## config.mk

```make
export PLATFORM = sky130hd
export DESIGN_NAME = imm_encoder
export DESIGN_NICKNAME = d
export VERILOG_FILES = /design/src/rtl/imm_pkg.sv /design/src/rtl/imm_pack.sv /design/src/rtl/imm_encoder.sv
export SDC_FILE = /design/constraint.sdc
export NUM_CORES = 1
export LEC_CHECK = 0
export CAP_MARGIN = 0
export CORE_UTILIZATION = 55
export CTS_BUF_LIST = sky130_fd_sc_hd__clkbuf_2 sky130_fd_sc_hd__clkbuf_4 sky130_fd_sc_hd__clkbuf_8
export CTS_CLUSTER_SIZE = 40
export DETAILED_ROUTE_END_ITERATION = 7
export DONT_BUFFER_PORTS = 1
export GPL_ROUTABILITY_DRIVEN = 0
export HOLD_SLACK_MARGIN = 0.06
export PLACE_DENSITY = 0.77
export SLEW_MARGIN = 20
export SYNTH_ARGS = -nofsm -noshare
export SYNTH_HDL_FRONTEND = slang
export SYNTH_SLANG_ARGS = --single-unit
```

## constraint.sdc

```tcl
create_clock -name clk -period 1.4 [get_ports clk]
set_input_delay 0.07 -clock clk [delete_from_list [all_inputs] [get_ports clk]]
set_output_delay 0.07 -clock clk [all_outputs]
set_load 0.01 [all_outputs]
```

## src/rtl/imm_pkg.sv

```systemverilog
// rtl/imm_pkg.sv - shared ImmSrc encodings, field positions and instruction type
package imm_pkg;

  typedef enum logic [1:0] {
    IMM_I   = 2'b00,
    IMM_S   = 2'b01,
    IMM_B   = 2'b10,
    IMM_BAD = 2'b11
  } imm_src_e;

  typedef logic [31:0] instr_t;

  localparam int I_IMM_LSB  = 20;
  localparam int S_HI_LSB   = 25;
  localparam int S_LO_LSB   = 7;
  localparam int B_SIGN_BIT = 31;
  localparam int B_HI_LSB   = 25;
  localparam int B_LO_LSB   = 8;
  localparam int B_B11_BIT  = 7;

  // True when v[31:msb] are all equal, i.e. v fits a signed (msb+1)-bit field.
  function automatic logic fits_signed(input logic [31:0] v, input int msb);
    logic all1;
    logic all0;
    all1 = 1'b1;
    all0 = 1'b1;
    for (int k = 0; k < 32; k++) begin
      if (k >= msb) begin
        all1 = all1 & v[k];
        all0 = all0 & ~v[k];
      end
    end
    return all1 | all0;
  endfunction

endpackage

```

## src/rtl/imm_pack.sv

```systemverilog
// rtl/imm_pack.sv - combinational immediate scatter into I/S/B fields (range check: IMM_ENC_RANGE_CHECK_EN)
module imm_pack
  import imm_pkg::*;
(
  input  logic [31:0] base,
  input  logic [31:0] imm,
  input  logic [1:0]  imm_src,
  output instr_t      instr,
  output logic        err
);

  logic bad_src;
  logic range_err;

  always_comb begin
    instr     = base;
    bad_src   = 1'b0;
    range_err = 1'b0;
    case (imm_src_e'(imm_src))
      IMM_I: begin
        instr[I_IMM_LSB +: 12] = imm[11:0];
        range_err = !fits_signed(imm, 11);
      end
      IMM_S: begin
        instr[S_HI_LSB +: 7] = imm[11:5];
        instr[S_LO_LSB +: 5] = imm[4:0];
        range_err = !fits_signed(imm, 11);
      end
      IMM_B: begin
        instr[B_SIGN_BIT]    = imm[12];
        instr[B_HI_LSB +: 6] = imm[10:5];
        instr[B_LO_LSB +: 4] = imm[4:1];
        instr[B_B11_BIT]     = imm[11];
        // Branch offsets are halfword aligned; an odd offset cannot be encoded.
        range_err = !fits_signed(imm, 12) || imm[0];
      end
      IMM_BAD: begin
        bad_src = 1'b1;
      end
    endcase
  end

`ifdef IMM_ENC_RANGE_CHECK_EN
  assign err = bad_src | range_err;
`else
  logic unused_range_err;
  assign unused_range_err = range_err;
  assign err = bad_src;
`endif

endmodule

```

## src/rtl/imm_encoder.sv

```systemverilog
// rtl/imm_encoder.sv - 2-stage valid/ready immediate packer with output/error counters (IMM_ENC_RANGE_CHECK_EN)
module imm_encoder
  import imm_pkg::*;
(
  input  logic        clk,
  input  logic        rst,
  input  logic        in_valid,
  output logic        in_ready,
  input  logic [31:0] base,
  input  logic [31:0] imm,
  input  logic [1:0]  ImmSrc,
  output logic        out_valid,
  input  logic        out_ready,
  output instr_t      Instr,
  output logic        err,
  output logic [15:0] enc_count,
  output logic [7:0]  err_count
);

  instr_t      pack_instr;
  logic        pack_err;
  logic        s1_adv;
  logic        accept;
  logic        out_fire;

  logic        s1_valid_q, s1_valid_d;
  instr_t      s1_instr_q, s1_instr_d;
  logic        s1_err_q,   s1_err_d;
  logic        s2_valid_q, s2_valid_d;
  instr_t      s2_instr_q, s2_instr_d;
  logic        s2_err_q,   s2_err_d;
  logic [15:0] enc_count_q, enc_count_d;
  logic [7:0]  err_count_q, err_count_d;

  imm_pack u_pack (
    .base    (base),
    .imm     (imm),
    .imm_src (ImmSrc),
    .instr   (pack_instr),
    .err     (pack_err)
  );

  assign s1_adv   = !s2_valid_q || out_ready;
  assign in_ready = !s1_valid_q || s1_adv;
  assign accept   = in_valid && in_ready;
  assign out_fire = s2_valid_q && out_ready;

  always_comb begin
    s1_valid_d  = s1_valid_q;
    s1_instr_d  = s1_instr_q;
    s1_err_d    = s1_err_q;
    s2_valid_d  = s2_valid_q;
    s2_instr_d  = s2_instr_q;
    s2_err_d    = s2_err_q;
    enc_count_d = enc_count_q;
    err_count_d = err_count_q;

    // S2 data only changes when a real entry moves in, so Instr holds under stall.
    if (s1_adv) begin
      s2_valid_d = s1_valid_q;
      if (s1_valid_q) begin
        s2_instr_d = s1_instr_q;
        s2_err_d   = s1_err_q;
      end
    end

    if (accept) begin
      s1_valid_d = 1'b1;
      s1_instr_d = pack_instr;
      s1_err_d   = pack_err;
    end else if (s1_adv) begin
      s1_valid_d = 1'b0;
    end

    if (out_fire) begin
      enc_count_d = enc_count_q + 16'd1;
      if (s2_err_q && (err_count_q != 8'hFF)) begin
        err_count_d = err_count_q + 8'd1;
      end
    end
  end

  always_ff @(posedge clk or negedge rst) begin
    if (!rst) begin
      s1_valid_q  <= 1'b0;
      s1_instr_q  <= '0;
      s1_err_q    <= 1'b0;
      s2_valid_q  <= 1'b0;
      s2_instr_q  <= '0;
      s2_err_q    <= 1'b0;
      enc_count_q <= '0;
      err_count_q <= '0;
    end else begin
      s1_valid_q  <= s1_valid_d;
      s1_instr_q  <= s1_instr_d;
      s1_err_q    <= s1_err_d;
      s2_valid_q  <= s2_valid_d;
      s2_instr_q  <= s2_instr_d;
      s2_err_q    <= s2_err_d;
      enc_count_q <= enc_count_d;
      err_count_q <= err_count_d;
    end
  end

  assign out_valid = s2_valid_q;
  assign Instr     = s2_instr_q;
  assign err       = s2_err_q;
  assign enc_count = enc_count_q;
  assign err_count = err_count_q;

endmodule

```

# Yosys cells after proc, flatten, opt, wreduce, memory -nomap -nowiden
# Index checks and enable logic that the tools add are counted.
[classes]
mux = 6
n_addsub = 2
n_eq_ne = 4
reduce_logical = 12
[op_table]
columns = ["operator", "n"]
rows = [
  ["$add 16x1->16 const B", 1],
  ["$pmux 7 s2", 1],
  ["$pmux 5 s2", 1],
  ["$add 8x1->8 const B", 1],
  ["$ne 8x8->1 const B", 1],
  ["$mux 5", 1],
  ["$eq 2x2->1 const B", 2],
  ["$reduce_and 2->1", 2],
  ["$logic_and 1x1->1", 3],
  ["$mux 1", 3],
  ["$eq 2x1->1 const B", 1],
  ["$logic_not 1->1", 2],
  ["$logic_not 2->1", 1],
  ["$logic_or 1x1->1", 2],
  ["$reduce_bool 2->1", 1],
  ["$reduce_or 2->1", 1],
]
[word_totals]
reg_bits = 92
wordCells = 32

# Longest topological paths before layout
# Gate-level depths: netlist (run 1).
[logic_depth]
ltp_word = 5
ltp_mapped = 7
depth_no_buf = 6

# By module
# Synthesis (run 1) repeated with hierarchy kept, for this count alone.
[unflattened]
cells_unflattened = 305
hier_area_um2 = 4046.4
[by_module_without_submodules]
columns = ["mod", "area_per_inst_um2", "cells_per_inst", "n_inst"]
rows = [
  ["imm_encoder", 3593.4, 237, 1],
  ["imm_pack", 452.9, 68, 1],
]

# Worst setup path after synthesis (run 1)
# Ideal clock, no wire load.
[synth_path]
path_kind = "register to register"
start = "register s2_valid_q (netlist: out_valid)"
end = "register s1_err_q"
setup_slack_ns = -0.007
path_buffers = 1
synth_period_minus_slack_ns = 1.407
stages_incl_launch_ff = 5
setup_ns = 0.125
t_arrival_ns = 1.282
t_required_ns = 1.275
cell_sequence = "dfrtp_1 nand3b_2 nand2_2 buf_6 mux2_4"
[synth_between]
elab_chain_len = 4
[synth_lines]
columns = ["element", "line", "rtl"]
rows = [
  ["from (decl)", "imm_encoder.sv:29", "logic s2_valid_q, s2_valid_d;"],
  ["from (signal assigned)", "imm_encoder.sv:97", "s2_valid_q <= s2_valid_d;"],
  ["$logic_not 1->1", "imm_encoder.sv:43", "assign s1_adv = !s2_valid_q || out_ready;"],
  ["$logic_or 1x1->1", "imm_encoder.sv:43", ""],
  ["$logic_or 1x1->1", "imm_encoder.sv:44", "assign in_ready = !s1_valid_q || s1_adv;"],
  ["named net in_ready", "imm_encoder.sv:8", "output logic in_ready,"],
  ["$logic_and 1x1->1", "imm_encoder.sv:45", "assign accept = in_valid && in_ready;"],
  ["to (signal assigned)", "imm_encoder.sv:96", "s1_err_q <= s1_err_d;"],
  ["to (decl)", "imm_encoder.sv:28", "logic s1_err_q, s1_err_d;"],
]
# The timed path passes the listed nets, and every way through them passes these cells.
# A chain may end at the register's enable or synchronous reset.

# Worst setup path after layout (run 1)
[layout_path]
start = "register err_count_q[6] (netlist: err_count[6])"
end = "register err_count_q[1] (netlist: err_count[1])"
[layout_between]
elab_chain_len = 3
[layout_lines]
columns = ["element", "line", "rtl"]
rows = [
  ["from (decl)", "imm_encoder.sv:33", "logic [7:0] err_count_q, err_count_d;"],
  ["from (signal assigned)", "imm_encoder.sv:101", "err_count_q <= err_count_d;"],
  ["$ne 8x8->1", "imm_encoder.sv:77", "if (s2_err_q && (err_count_q != 8'hFF)) begin"],
  ["$logic_and 1x1->1", "imm_encoder.sv:77", ""],
  ["$reduce_and 2->1 (no line)", "--", ""],
]
# Every way passes these cells.

==> impl_summary.md, run 1 <==
STA
Setup repair after global routing could not meet its margin everywhere. Of the available clock period, the critical path in the final layout requires 0.968. The actual transition at the worst max-transition pin is 0.274 ns.

Headroom to the max-slew limit came out at 0.816. The number of max-slew violations in the final report came to 0. For this run, the top clock speed supported by timing is 0.738 GHz.

The final hold violation count is 92. For the final database, setup skew stands at 0.00818 ns. The clock period minus final worst setup slack is 1.36 ns. Setup violations remaining at the end of the flow were counted as 0.

Setup total negative slack on the finished layout was measured at 0 ns. Hold timing on the final database bottoms out at a slack of -0.593 ns.

Logic synthesis
The share of the yosys chip area belonging to registers is 0.568. The primary flip-flop cell chosen by synthesis mapping is sky130_fd_sc_hd__dfrtp_1. Counting flops with an async set or reset pin after synthesis yields a share of 1.00.

Yosys mapped a number of flops with a built-in enable equal to 0. Counting instances in the post-synthesis netlist gives the leading cell types as 92 x sky130_fd_sc_hd__dfrtp_1, 46 x sky130_fd_sc_hd__mux2_4, 27 x sky130_fd_sc_hd__nand2_1. The post-synth net total is 373.

The most common cell in the netlist is sky130_fd_sc_hd__dfrtp_1. By area the synthesized netlist is led by sky130_fd_sc_hd__dfrtp_1 57%, sky130_fd_sc_hd__mux2_4 17%, sky130_fd_sc_hd__xnor2_1 2.6%. The mean instance size in the synthesized netlist is 13.6 µm². The gate count of the mapped netlist is 297. The register bit total from synthesis is 92.

The post-synthesis instance area is 4050 µm². The cell accounting for the most synthesized area is sky130_fd_sc_hd__dfrtp_1. The number of warnings issued by yosys is 0. The area share of the leading cell type in the synthesized netlist is 0.568. The number of different library cells used by synthesis comes to 37.

Power and ir drop
In this run the power density over the cells is 1410 nW/µm². In this run the static leakage power is 2.45 nW. The maximum vdd ir drop is 851 µV.

Clocking
The tree is rooted in a sky130_fd_sc_hd__clkbuf_8. The cts-stage hold buffer count is 48. The number of buffers between clock root and the deepest sink is 2. The CTS tree is built.

The later pin in the worst-skew pair is clocked with a latency of 0.35 ns. The clock sink count is 92. The clock-pin transition on the worst setup and hold timing paths is 0.09 ns. The H-tree depth is 3. The number of CTS-inserted buffers is 9.

GRT
The first global-routing pass estimated 13,900 µm of wire. For this run, global-route usage on met1 was measured as 0.280. The global-route met3 utilization is 0.0895.

The initial antenna violation count is 0. In the global route stage, overall resource usage came out at 0.242. The number of global-route vias before repair is 2,839. Entering global routing, the biggest net connects 93 pins.

The residual overflow from global routing is 0. The met2 track utilization from global routing is 0.425. The most utilized layer in the global route result is met2.

Route
Using the TritonRoute via totals, the vias-per-cell ratio works out to 5.50. The count of antenna-violating nets left after detailed routing is 0. The number of detailed-routing iterations run before antenna repair is 4. In the routed design, unresolved DRC markers number 0. For this block, the via count after detailed routing is 2,652. In the final routed layout, each cell accounts on average for 18.4 µm. The initial DRC count is 86. The final wirelength is 8880 µm.

Flow run
Max-cap violations in this run came to 0.

Worst setup path
The end of the worst register-to-register path is err_count[1]. For the worst flop-to-flop path, the logic depth is 4. The required time at the endpoint of the critical path is 1.63 ns. The register-to-register setup slack is 0.04 ns. Along the worst path, the maximum fanout reaches 4. The path type of the worst setup path is register to register. The critical path data arrival time is 1.59 ns.

In this run the critical register-to-register path is launched from err_count[6]. The worst setup path is captured at a register. The worst setup path is launched from a register.

Cells and area
Summing all non-filler instances in the final layout gives an area of 5160 µm². The number of nets in the layout is 457. The diode insertion count for antenna repair is 0.

The proportion of layout cells with a drive suffix above 1 is 0.316. The utilization after layout is 0.744. The area growth from synthesis to final layout is 27.4%.

Die
The initial core utilization is 0.584. The width of the chip is 87.9 µm. The number of placement rows is 30. The die covers 7720 µm². From bottom edge to top edge, the die measures 87.9 µm. In this run the standard cell core region covers 6940 µm². The number of top-level pins is 129.

Place
In this run the tool buffered the top-level ports with 0 buffer cells. Summed over all nets, the half-perimeter wirelength after detailed placement is 5480 µm. The placed instances occupy a cell area of 4390 µm².

Status
The final reports fail on negative hold slack. The run finished, with violations left.

Hold path
The min-delay analysis places its worst path in the category input port to async pin.
## what timing repair did
action	4_1_cts	5_1_grt
gates resized for setup	0	15
hold endpoints to repair	133	92
gates cloned	0	1
setup endpoints to repair	1	17
pin swaps	1	2
buffers inserted	1	2
## final cells by class
cell class                      count  area [µm²]
Multi-Input combinational cell    191        1700
Timing Repair Buffer               83         833
Clock buffer                       10         131
Fill cell                         450        1780
Inverter                            4        15.0
Sequential cell                    92        2300
Tap cell                           96         120
Clock inverter                      6        63.8
## worst max-delay path by stage
stage                       startpoint        endpoint  slack, ns  cells past startpoint
final                     err_count[6]    err_count[1]       0.04                      4
after global routing         ImmSrc[1]  s1_instr_q[25]      -0.04                      7
after CTS                 err_count[1]    err_count[6]     0.0007                      5
after detailed placement  err_count[1]    err_count[6]       0.01                      5
after global placement    err_count[0]    err_count[6]       0.09                      5
after floorplan           err_count[3]    err_count[1]       0.01                      4
## worst max-delay path, cell delays in order, from the launching register on
cell and delay [ns]:
sky130_fd_sc_hd__dfrtp_1 0.37, sky130_fd_sc_hd__and4_4 0.25, sky130_fd_sc_hd__nand2_1 0.10, sky130_fd_sc_hd__o21ai_2 0.18, sky130_fd_sc_hd__mux2_1 0.34
## cells in the final DEF (no fill, tap or decap), types with 5 or more instances in the layout
cell type,instances
sky130_fd_sc_hd__dfrtp_1,91
sky130_fd_sc_hd__dlygate4sd3_1,47
sky130_fd_sc_hd__mux2_4,46
sky130_fd_sc_hd__buf_4,27
sky130_fd_sc_hd__nand2_1,26
sky130_fd_sc_hd__o21ai_0,18
sky130_fd_sc_hd__xnor2_1,12
sky130_fd_sc_hd__clkbuf_8,9
sky130_fd_sc_hd__a21oi_1,8
sky130_fd_sc_hd__a22oi_1,7
sky130_fd_sc_hd__nor2_1,6
sky130_fd_sc_hd__xor2_1,6
sky130_fd_sc_hd__nand4_1,5
sky130_fd_sc_hd__nand3_1,5
sky130_fd_sc_hd__mux2i_1,5
sky130_fd_sc_hd__buf_12,5
## sequential cells by signal (all words and copies together) (netlist names)
name,cells
err,1
s1_instr_q,32
enc_count,16
s1_err_q,1
err_count,8
Instr,32
out_valid,1
s1_valid_q,1
## report_power, final
group / internal [mW] / switching [mW]
registers: 3.20 / 0.538
logic: 1.07 / 0.710
clock network: 0.849 / 0.917
## metal layers
metal	vias to the layer above	part of all wire
li1	1200	-
met1	1339	0.39
met2	101	0.52
met3	12	0.076
met4	0	0.011
met5	-	0
## cells by family (layout without fill, tap and decap cells)
logic type,Yosys count,in the layout,synth area share
flip-flops,92,92,0.568
buffers and inverters,14,103,0.0235
AO/OA/AOI/OAI,39,39,0.0571
adder cells (fa/ha/maj),6,6,0.0185
XOR/XNOR,18,18,0.0389
multiplexers,58,58,0.202
AND/OR/NAND/NOR,70,70,0.0920
## per-stage QoR
step / worst slack, ns / std cells / total power, mW
floorplan: 0.0131 / 297 / 4.72
global route: -0.0387 / 482 / 7.66
global placement: 0.0862 / 414 / 5.21
CTS: 0.000652 / 479 / 7.23
detailed placement: 0.0130 / 414 / 5.32
finish: 0.0446 / 482 / 7.27
Note: power is estimated with default switching activity, not from simulation.
==> inputs of run 2 (changes only) <==
--- a/config.mk
+++ b/config.mk
@@ -13,7 +13,7 @@
 export DONT_BUFFER_PORTS = 1
 export GPL_ROUTABILITY_DRIVEN = 0
 export HOLD_SLACK_MARGIN = 0.06
-export PLACE_DENSITY = 0.77
+export PLACE_DENSITY = 0.8
 export SLEW_MARGIN = 20
 export SYNTH_ARGS = -nofsm -noshare
 export SYNTH_HDL_FRONTEND = slang
==> constraint.sdc (replaced) <==
create_clock -name clk -period 1.18 [get_ports clk]
set_input_delay 0.059 -clock clk [delete_from_list [all_inputs] [get_ports clk]]
set_output_delay 0.059 -clock clk [all_outputs]
set_load 0.01 [all_outputs]
==> run 2 against run 1 <==
The flow finishes with violations (negative hold slack, negative setup slack). Die area is the same. Wire length up 14%. Sequential power grew 19%. Sequential share of layout area decreased by 3.8 points. Non-clock buffer count rose by 24. Critical path type unchanged. Largest power group unchanged.
==> impl_summary.md, run 2 (synthesis results as in run 1) <==
Clocking
The cts-stage hold buffer count came to 49 (+2.1%). The cell at the root of the clock tree is sky130_fd_sc_hd__clkbuf_8. The clock sink count came to 92 (unchanged). The number of CTS-inserted buffers came to 9 (unchanged).

The H-tree depth is 3 (unchanged). The clock latency of the later-clocked register in the worst-skew pair is 0.36 ns (about the same). The number of buffers between clock root and the deepest sink is 2 (unchanged). TritonCTS built the clock tree. The clock-pin transition on the worst setup and hold timing paths is 0.10 ns (about the same).

GRT
The residual overflow from global routing is 0 (unchanged). The pin count of the biggest net entering global routing is 93 (unchanged). The number of global-route vias before repair is 3,009 (+6.0%). The global-route total usage across every layer was 0.258 (+0.0168). The global-route wire length before repair is 14,900 µm (+6.7%). The initial antenna violation count was 0 (unchanged).

Cells and area
The area of the multi-input gates is 1880 µm² (+11%). The diode insertion count for antenna repair is 0 (unchanged). The area growth from synthesis to final layout is 39.4%. The proportion of layout cells with a drive suffix above 1 came to 0.433 (+0.117). The number of nets in the layout came to 481 (+5.3%).

The summed area of non-filler cells in the final layout is 5650 µm² (+9.4%). The total of fill cells in the finished design is 398 (-12%). The flip-flop and latch area was 2310 µm² (+0.11%). The library cells used most frequently in the layout, excluding fill and tap cells, are 89 x sky130_fd_sc_hd__dfrtp_1, 51 x sky130_fd_sc_hd__mux2_4, 49 x sky130_fd_sc_hd__dlygate4sd3_1, 41 x sky130_fd_sc_hd__buf_4. The library cell used most frequently in the layout, excluding fill and tap cells, is sky130_fd_sc_hd__dfrtp_1.

Worst setup path
The end of the worst register-to-register path is s1_err_q. The required time at the endpoint of the critical path is 1.42 ns (-0.21 ns). The worst-path cell with the longest stage delay is sky130_fd_sc_hd__dfrtp_2. The buffers plus inverters on the worst setup path was 1 (+1). Traced cell by cell, the critical path runs through nand3b_4 -> nand2_8 -> clkbuf_16 -> mux2_4. The path depth of the worst reg2reg path is 4 (unchanged). STA classifies the critical path endpoint as a register. The critical path data arrival time was 1.56 ns (-0.03 ns). Grouping stages by cell kind, the critical path spends the most delay in flip-flops. The largest incremental delay on the critical path was 0.49 ns (+0.12 ns). The worst setup path is launched from a register. In this run the critical register-to-register path is launched from out_valid. The maximum fanout encountered on the critical timing path is 8 (+4). The register-to-register setup slack is -0.14 ns (-0.19 ns).

The path type of the worst setup path is register to register.

Flow run
The number of violations of the max-capacitance limit is 0 (unchanged).

Hold path
The worst hold path belongs to the class input port to async pin.

Die
The floorplan die height is 87.9 µm (unchanged). The area of the core region is 6940 µm² (unchanged). The die footprint is 7720 µm² (unchanged). The number of placement rows is 30 (unchanged). The initial core utilization came to 0.584 (unchanged). The number of top-level pins is 129 (unchanged). The width of the chip was 87.9 µm (unchanged).

Place
The HPWL after detailed placement is 5540 µm (+1.1%). The area after detailed placement is 4530 µm² (+3.1%). The count of buffers inserted at the top-level ports is 0 (unchanged). The pre-CTS worst setup slack is -0.0994 ns (-0.112 ns).

Status
The run finished, with violations left. The final reports fail on negative hold slack, negative setup slack.

Route
The detail-routed net length per standard cell is 20.0 µm (+8.7%). The post-detailed-route DRC marker count is 0 (unchanged). The mean number of vias per cell came to 5.57 (+1.2%).

The count of antenna-violating nets left after detailed routing was 0 (unchanged). The number of detailed-routing iterations run before antenna repair is 4 (unchanged). The final wirelength came to 10,100 µm (+14%). The initial DRC count is 99 (+15%). The number of vias in the routed layout is 2,813 (+6.1%).

STA
The worst-case headroom to the max-slew limit is 0.695 (-0.121). Setup repair after global routing could not meet its margin everywhere. The portion of the clock cycle consumed by the worst path in the final layout is 1.12 (+0.151). The largest clock skew in the final design is 0.0181 ns (+0.00988 ns). The final worst hold slack is -0.622 ns (-0.0287 ns).

The final number of setup-violating endpoints is 83 (+83). The setup slack after layout is -0.141 ns (-0.186 ns). The number of max-slew violations in the final report came to 0 (unchanged). The final hold violation count is 92 (unchanged).

The actual transition at the worst max-transition pin was 0.456 ns (+0.182 ns). The peak clock frequency supported by timing is 0.757 GHz (+2.6%). The clock period minus final worst setup slack is 1.32 ns (-0.0345 ns).

Power and ir drop
The power per standard cell area was 1610 nW/µm² (+14%). The leakage power figure is 2.68 nW (+9.4%). The maximum vdd ir drop was 1150 µV (+35%).
[run 2: cell types whose count changed in the layout (fill, tap and decap cells not counted), moves of 5 or more]
cell,before,now
sky130_fd_sc_hd__buf_4,27,41
sky130_fd_sc_hd__nand2_1,26,12
sky130_fd_sc_hd__nor2_4,1,6
sky130_fd_sc_hd__o21ai_0,18,5
sky130_fd_sc_hd__o21ai_2,1,10
sky130_fd_sc_hd__nand2_2,1,11
sky130_fd_sc_hd__mux2_4,46,51
[run 2: worst register-to-register path: cells and delay by family, from the launching register on]
family,cells,cell delay [ns]
flops,1,0.49
mux,1,0.30
simple gates,2,0.26
buf+inv,1,0.17
[run 2: worst max path at each step]
stage / from / end / slack, ns / cells after the start
5_1_grt: out_valid / err_count[5] / -0.20 / 4
6_report: out_valid / s1_err_q / -0.14 / 4
3_5_place_dp: out_valid / s1_instr_q[13] / -0.1 / 4
2_1_floorplan: err_count[0] / err_count[6] / -0.18 / 5
4_1_cts: out_valid / Instr[17] / -0.11 / 4
3_3_place_gp: out_valid / s1_instr_q[14] / -0.08 / 4
[run 2: per-stage QoR]
stage	TNS, ns	util	hold WS [ns]	power, mW	cells
2_1_floorplan	-3.86	-	-0.237	5.64	297
3_3_place_gp	-4.10	0.652	-0.235	6.31	429
3_5_place_dp	-5.17	0.652	-0.235	6.43	429
4_1_cts	-6.67	0.765	-0.627	8.81	496
5_1_grt	-11.88	0.814	-0.633	9.57	505
6_report	-7.69	0.814	-0.622	9.11	505
[run 2: final cells by class]
cell class,instances,area share
well taps,96,0.0213
inverters,4,0.00266
clock inverters,6,0.0126
flip-flops and latches,92,0.408
repair buffers,107,0.200
multi-input cells,191,0.333
clock buffers,9,0.0219
[run 2: repair_timing]
item                                    CTS  global route
buffers inserted                          2             3
resized for setup                        18            58
endpoints found under the setup margin   79            86
pin swaps                                10            13
hold endpoints to repair                132            92
gates cloned                              1             6
[run 2: layer usage]
metal / vias to the layer above / wire (µm) / track usage / part of all wire
met4: 0 / 289 / 0.0820 / 0.029
met3: 25 / 747 / 0.0613 / 0.074
li1: 1248 / - / - / -
met1: 1407 / 3950 / 0.311 / 0.39
met2: 133 / 5130 / 0.458 / 0.51
met5: - / 0 / 0 / 0
[run 2: power breakdown]
group	switching [mW]	internal, mW
registers	0.647	3.79
clock network	1.16	0.995
logic	0.999	1.52
total	2.81	6.31
==> inputs of run 3 (changes only) <==
--- a/config.mk
+++ b/config.mk
@@ -7,11 +7,12 @@
 export LEC_CHECK = 0
 export CAP_MARGIN = 0
 export CORE_UTILIZATION = 55
-export CTS_BUF_LIST = sky130_fd_sc_hd__clkbuf_2 sky130_fd_sc_hd__clkbuf_4 sky130_fd_sc_hd__clkbuf_8
+export CTS_BUF_LIST = sky130_fd_sc_hd__clkbuf_4 sky130_fd_sc_hd__clkbuf_8
 export CTS_CLUSTER_SIZE = 40
 export DETAILED_ROUTE_END_ITERATION = 7
 export DONT_BUFFER_PORTS = 1
 export GPL_ROUTABILITY_DRIVEN = 0
+export GPL_TIMING_DRIVEN = 0
 export HOLD_SLACK_MARGIN = 0.06
 export PLACE_DENSITY = 0.8
 export SLEW_MARGIN = 20
==> run 3 against run 2 <==
Via count fell by 5.3%. Hold slack improved by 0.025 ns. Critical path depth is the same. Power decreased by 3.7%. Highest routed layer unchanged. Wire length decreased by 7.5%. Sequential share of layout area is 2.2 points higher. Cell count fell by 5.9%. The flow still finishes with violations (negative hold slack, negative setup slack). Global-route usage shrank 1.2 points. Combinational power fell by 24%.
==> impl_summary.md, run 3 (synthesis results as in run 1) <==
Route
The number of vias in the routed layout is 2,664 (-5.3%). The number of detailed-routing iterations run before antenna repair is 4 (unchanged). The detail-routed net length per standard cell is 19.7 µm (-1.7%). The final wirelength is 9350 µm (-7.5%). The initial DRC count is 99 (unchanged).

The post-detailed-route DRC marker count came to 0 (unchanged). The mean number of vias per cell was 5.61 (+0.68%). The count of antenna-violating nets left after detailed routing came to 0 (unchanged).

Worst setup path
The required time at the endpoint of the critical path is 1.40 ns (-0.02 ns). The endpoint type of the worst setup path is a register. The path depth of the worst reg2reg path was 4 (unchanged). The worst setup path is launched from a register.

The path type of the worst setup path is register to register. The maximum fanout encountered on the critical timing path was 10 (+2). The critical path data arrival time was 1.64 ns (+0.08 ns). The start of the worst register-to-register path is out_valid. The register-to-register setup slack is -0.24 ns (-0.10 ns). The worst register-to-register path ends at s1_instr_q[3].

STA
The setup slack after layout is -0.240 ns (-0.0990 ns). The setup TNS after final layout is -14.22 ns (-6.53 ns). The worst-case headroom to the max-slew limit was 0.689 (-0.00557).

The number of max-slew violations in the final report is 0 (unchanged). The final hold violation count is 92 (unchanged). The largest clock skew in the final design is 0.0133 ns (-0.00479 ns). The clock period minus final worst setup slack is 1.42 ns (+0.0990 ns). The final worst hold slack is -0.597 ns (+0.0255 ns). The portion of the clock cycle consumed by the worst path in the final layout came to 1.20 (+0.0839).

The actual transition at the worst max-transition pin is 0.466 ns (+0.0100 ns). Setup repair after global routing could not meet its margin everywhere. The peak clock frequency supported by timing was 0.704 GHz (-7.0%). The final number of setup-violating endpoints is 86 (+3.6%).

Flow run
The number of violations of the max-capacitance limit is 0 (unchanged).

Power and ir drop
The switching share of power is 0.299 (-0.00876). The leakage power figure is 2.52 nW (-5.8%). The internal power summed over all cells is 6.15 mW (-2.5%). The register share of total power was 0.539 (+0.052).

The switching power total is 2.62 mW (-6.5%). The power per standard cell area came to 1620 nW/µm² (+0.65%). The maximum vdd ir drop is 960 µV (-17%). The fraction of power consumed by combinational cells came to 0.218 (-0.058). The fraction of power consumed by the clock network is 0.244 (+0.008).

Cells and area
The top cell types in the final layout, fill and taps aside, are 75 x sky130_fd_sc_hd__dfrtp_1, 52 x sky130_fd_sc_hd__mux2_4, 48 x sky130_fd_sc_hd__dlygate4sd3_1, 22 x sky130_fd_sc_hd__nand2_1, 17 x sky130_fd_sc_hd__dfrtp_2. The number of nets in the layout came to 451 (-6.2%). The commonest non-fill, non-tap cell in the layout is sky130_fd_sc_hd__dfrtp_1. The area growth from synthesis to final layout is 33.3%. The utilization after layout came to 0.778 (-0.0355).

The proportion of layout cells with a drive suffix above 1 came to 0.398 (-0.0343). The diode insertion count for antenna repair came to 0 (unchanged). The final cell count without fillers came to 475 (-5.9%).

Die
The initial core utilization came to 0.584 (unchanged). The area of the core region is 6940 µm² (unchanged). The floorplan die height was 87.9 µm (unchanged). The die footprint was 7720 µm² (unchanged). The width of the chip is 87.9 µm (unchanged). The number of placement rows came to 30 (unchanged). The number of top-level pins is 129 (unchanged).

Clocking
In this run the clock root is driven by a sky130_fd_sc_hd__clkbuf_8. TritonCTS built the clock tree. The H-tree depth is 3 (unchanged). The clock sink count was 92 (unchanged). The number of buffers between clock root and the deepest sink was 2 (unchanged). The clock-pin transition on the worst setup and hold timing paths is 0.09 ns (about the same).

The clock latency of the later-clocked register in the worst-skew pair is 0.34 ns (-0.02 ns). The number of CTS-inserted buffers is 9 (unchanged). The cts-stage hold buffer count is 48 (-2.0%).

GRT
The residual overflow from global routing is 0 (unchanged). The initial antenna violation count is 0 (unchanged). The global-route total usage across every layer is 0.246 (-0.0125).

The global-route wire length before repair came to 14,200 µm (-4.2%). The number of global-route vias before repair is 2,897 (-3.7%). The pin count of the biggest net entering global routing is 93 (unchanged).

Place
The count of buffers inserted at the top-level ports is 0 (unchanged). The instance count after placement with tap cells included is 393 (-8.4%). The HPWL after detailed placement is 5130 µm (-7.4%).

Status
The run finished, with violations left. The final reports fail on negative hold slack, negative setup slack.

Hold path
In this run the worst hold path is classified as input port to async pin.
## run 3: cell count changes in the layout (fill, tap and decap cells not counted), moves of 6 or more
cell / delta
sky130_fd_sc_hd__buf_4: -32
sky130_fd_sc_hd__dfrtp_1: -14
sky130_fd_sc_hd__dfrtp_2: +14
sky130_fd_sc_hd__nand2_1: +10
sky130_fd_sc_hd__nand2_2: -8
sky130_fd_sc_hd__o21ai_2: -6
## run 3: power by group through the flow
stage          sequential (mW)  combinational (mW)  clock [mW]
2_1_floorplan             4.50                1.15           0
3_3_place_gp              4.66                1.24           0
3_5_place_dp              4.69                1.31           0
4_1_cts                   4.72                1.70        2.17
5_1_grt                   4.83                2.07        2.29
6_report                  4.72                1.91        2.14
## run 3: how the worst max path moves through the flow
| stage | end | startpoint | slack (ns) |
|---|---|---|---|
| after floorplan | err_count[6] | err_count[0] | -0.18 |
| after global routing | s1_instr_q[12] | out_valid | -0.28 |
| after detailed placement | err_count[6] | err_count[0] | -0.34 |
| after CTS | err_count[1] | err_count[3] | -0.22 |
| after global placement | err_count[6] | err_count[0] | -0.28 |
| final | s1_instr_q[3] | out_valid | -0.24 |
## run 3: repair_timing
action | CTS | global route
setup buffers | 8 | 7
setup endpoints to repair | 84 | 87
gates cloned | 0 | 4
endpoints found under the hold margin | 133 | 92
pin swaps | 17 | 17
gates resized for setup | 66 | 19
## run 3: routing by layer
metal | part of all wire | wire [µm] | GRT usage | vias to the layer above
li1 | - | - | - | 1197
met1 | 0.39 | 3610 | 0.290 | 1344
met2 | 0.52 | 4840 | 0.427 | 103
met3 | 0.074 | 695 | 0.0754 | 20
met4 | 0.022 | 204 | 0.0835 | 0
met5 | 0 | 0 | 0 | -
## run 3: per-stage QoR
step                setup slack, ns  area [µm²]  hold WS, ns  power [mW]
CTS                          -0.219        5190       -0.618        8.59
global placement             -0.280        4230       -0.235        5.91
finish                       -0.240        5400       -0.597        8.77
floorplan                    -0.181        4110       -0.237        5.64
global route                 -0.280        5400       -0.626        9.19
detailed placement           -0.343        4230       -0.235        6.00
## run 3: cell type report
| class | instances | area, µm² |
|---|---|---|
| well taps | 96 | 120 |
| inverters | 4 | 15.0 |
| clock inverters | 4 | 48.8 |
| clock buffers | 11 | 151 |
| plain buffers | 10 | 164 |
| repair buffers | 67 | 716 |
| fillers | 410 | 1540 |
| multi-input cells | 191 | 1870 |
| flip-flops and latches | 92 | 2320 |
## run 3: worst max-delay path, cell delays in order (launching register included)
cell and delay, ns:
sky130_fd_sc_hd__dfrtp_2 0.54, sky130_fd_sc_hd__nand3b_4 0.16, sky130_fd_sc_hd__nand2_4 0.14, sky130_fd_sc_hd__buf_12 0.15, sky130_fd_sc_hd__mux2_4 0.31
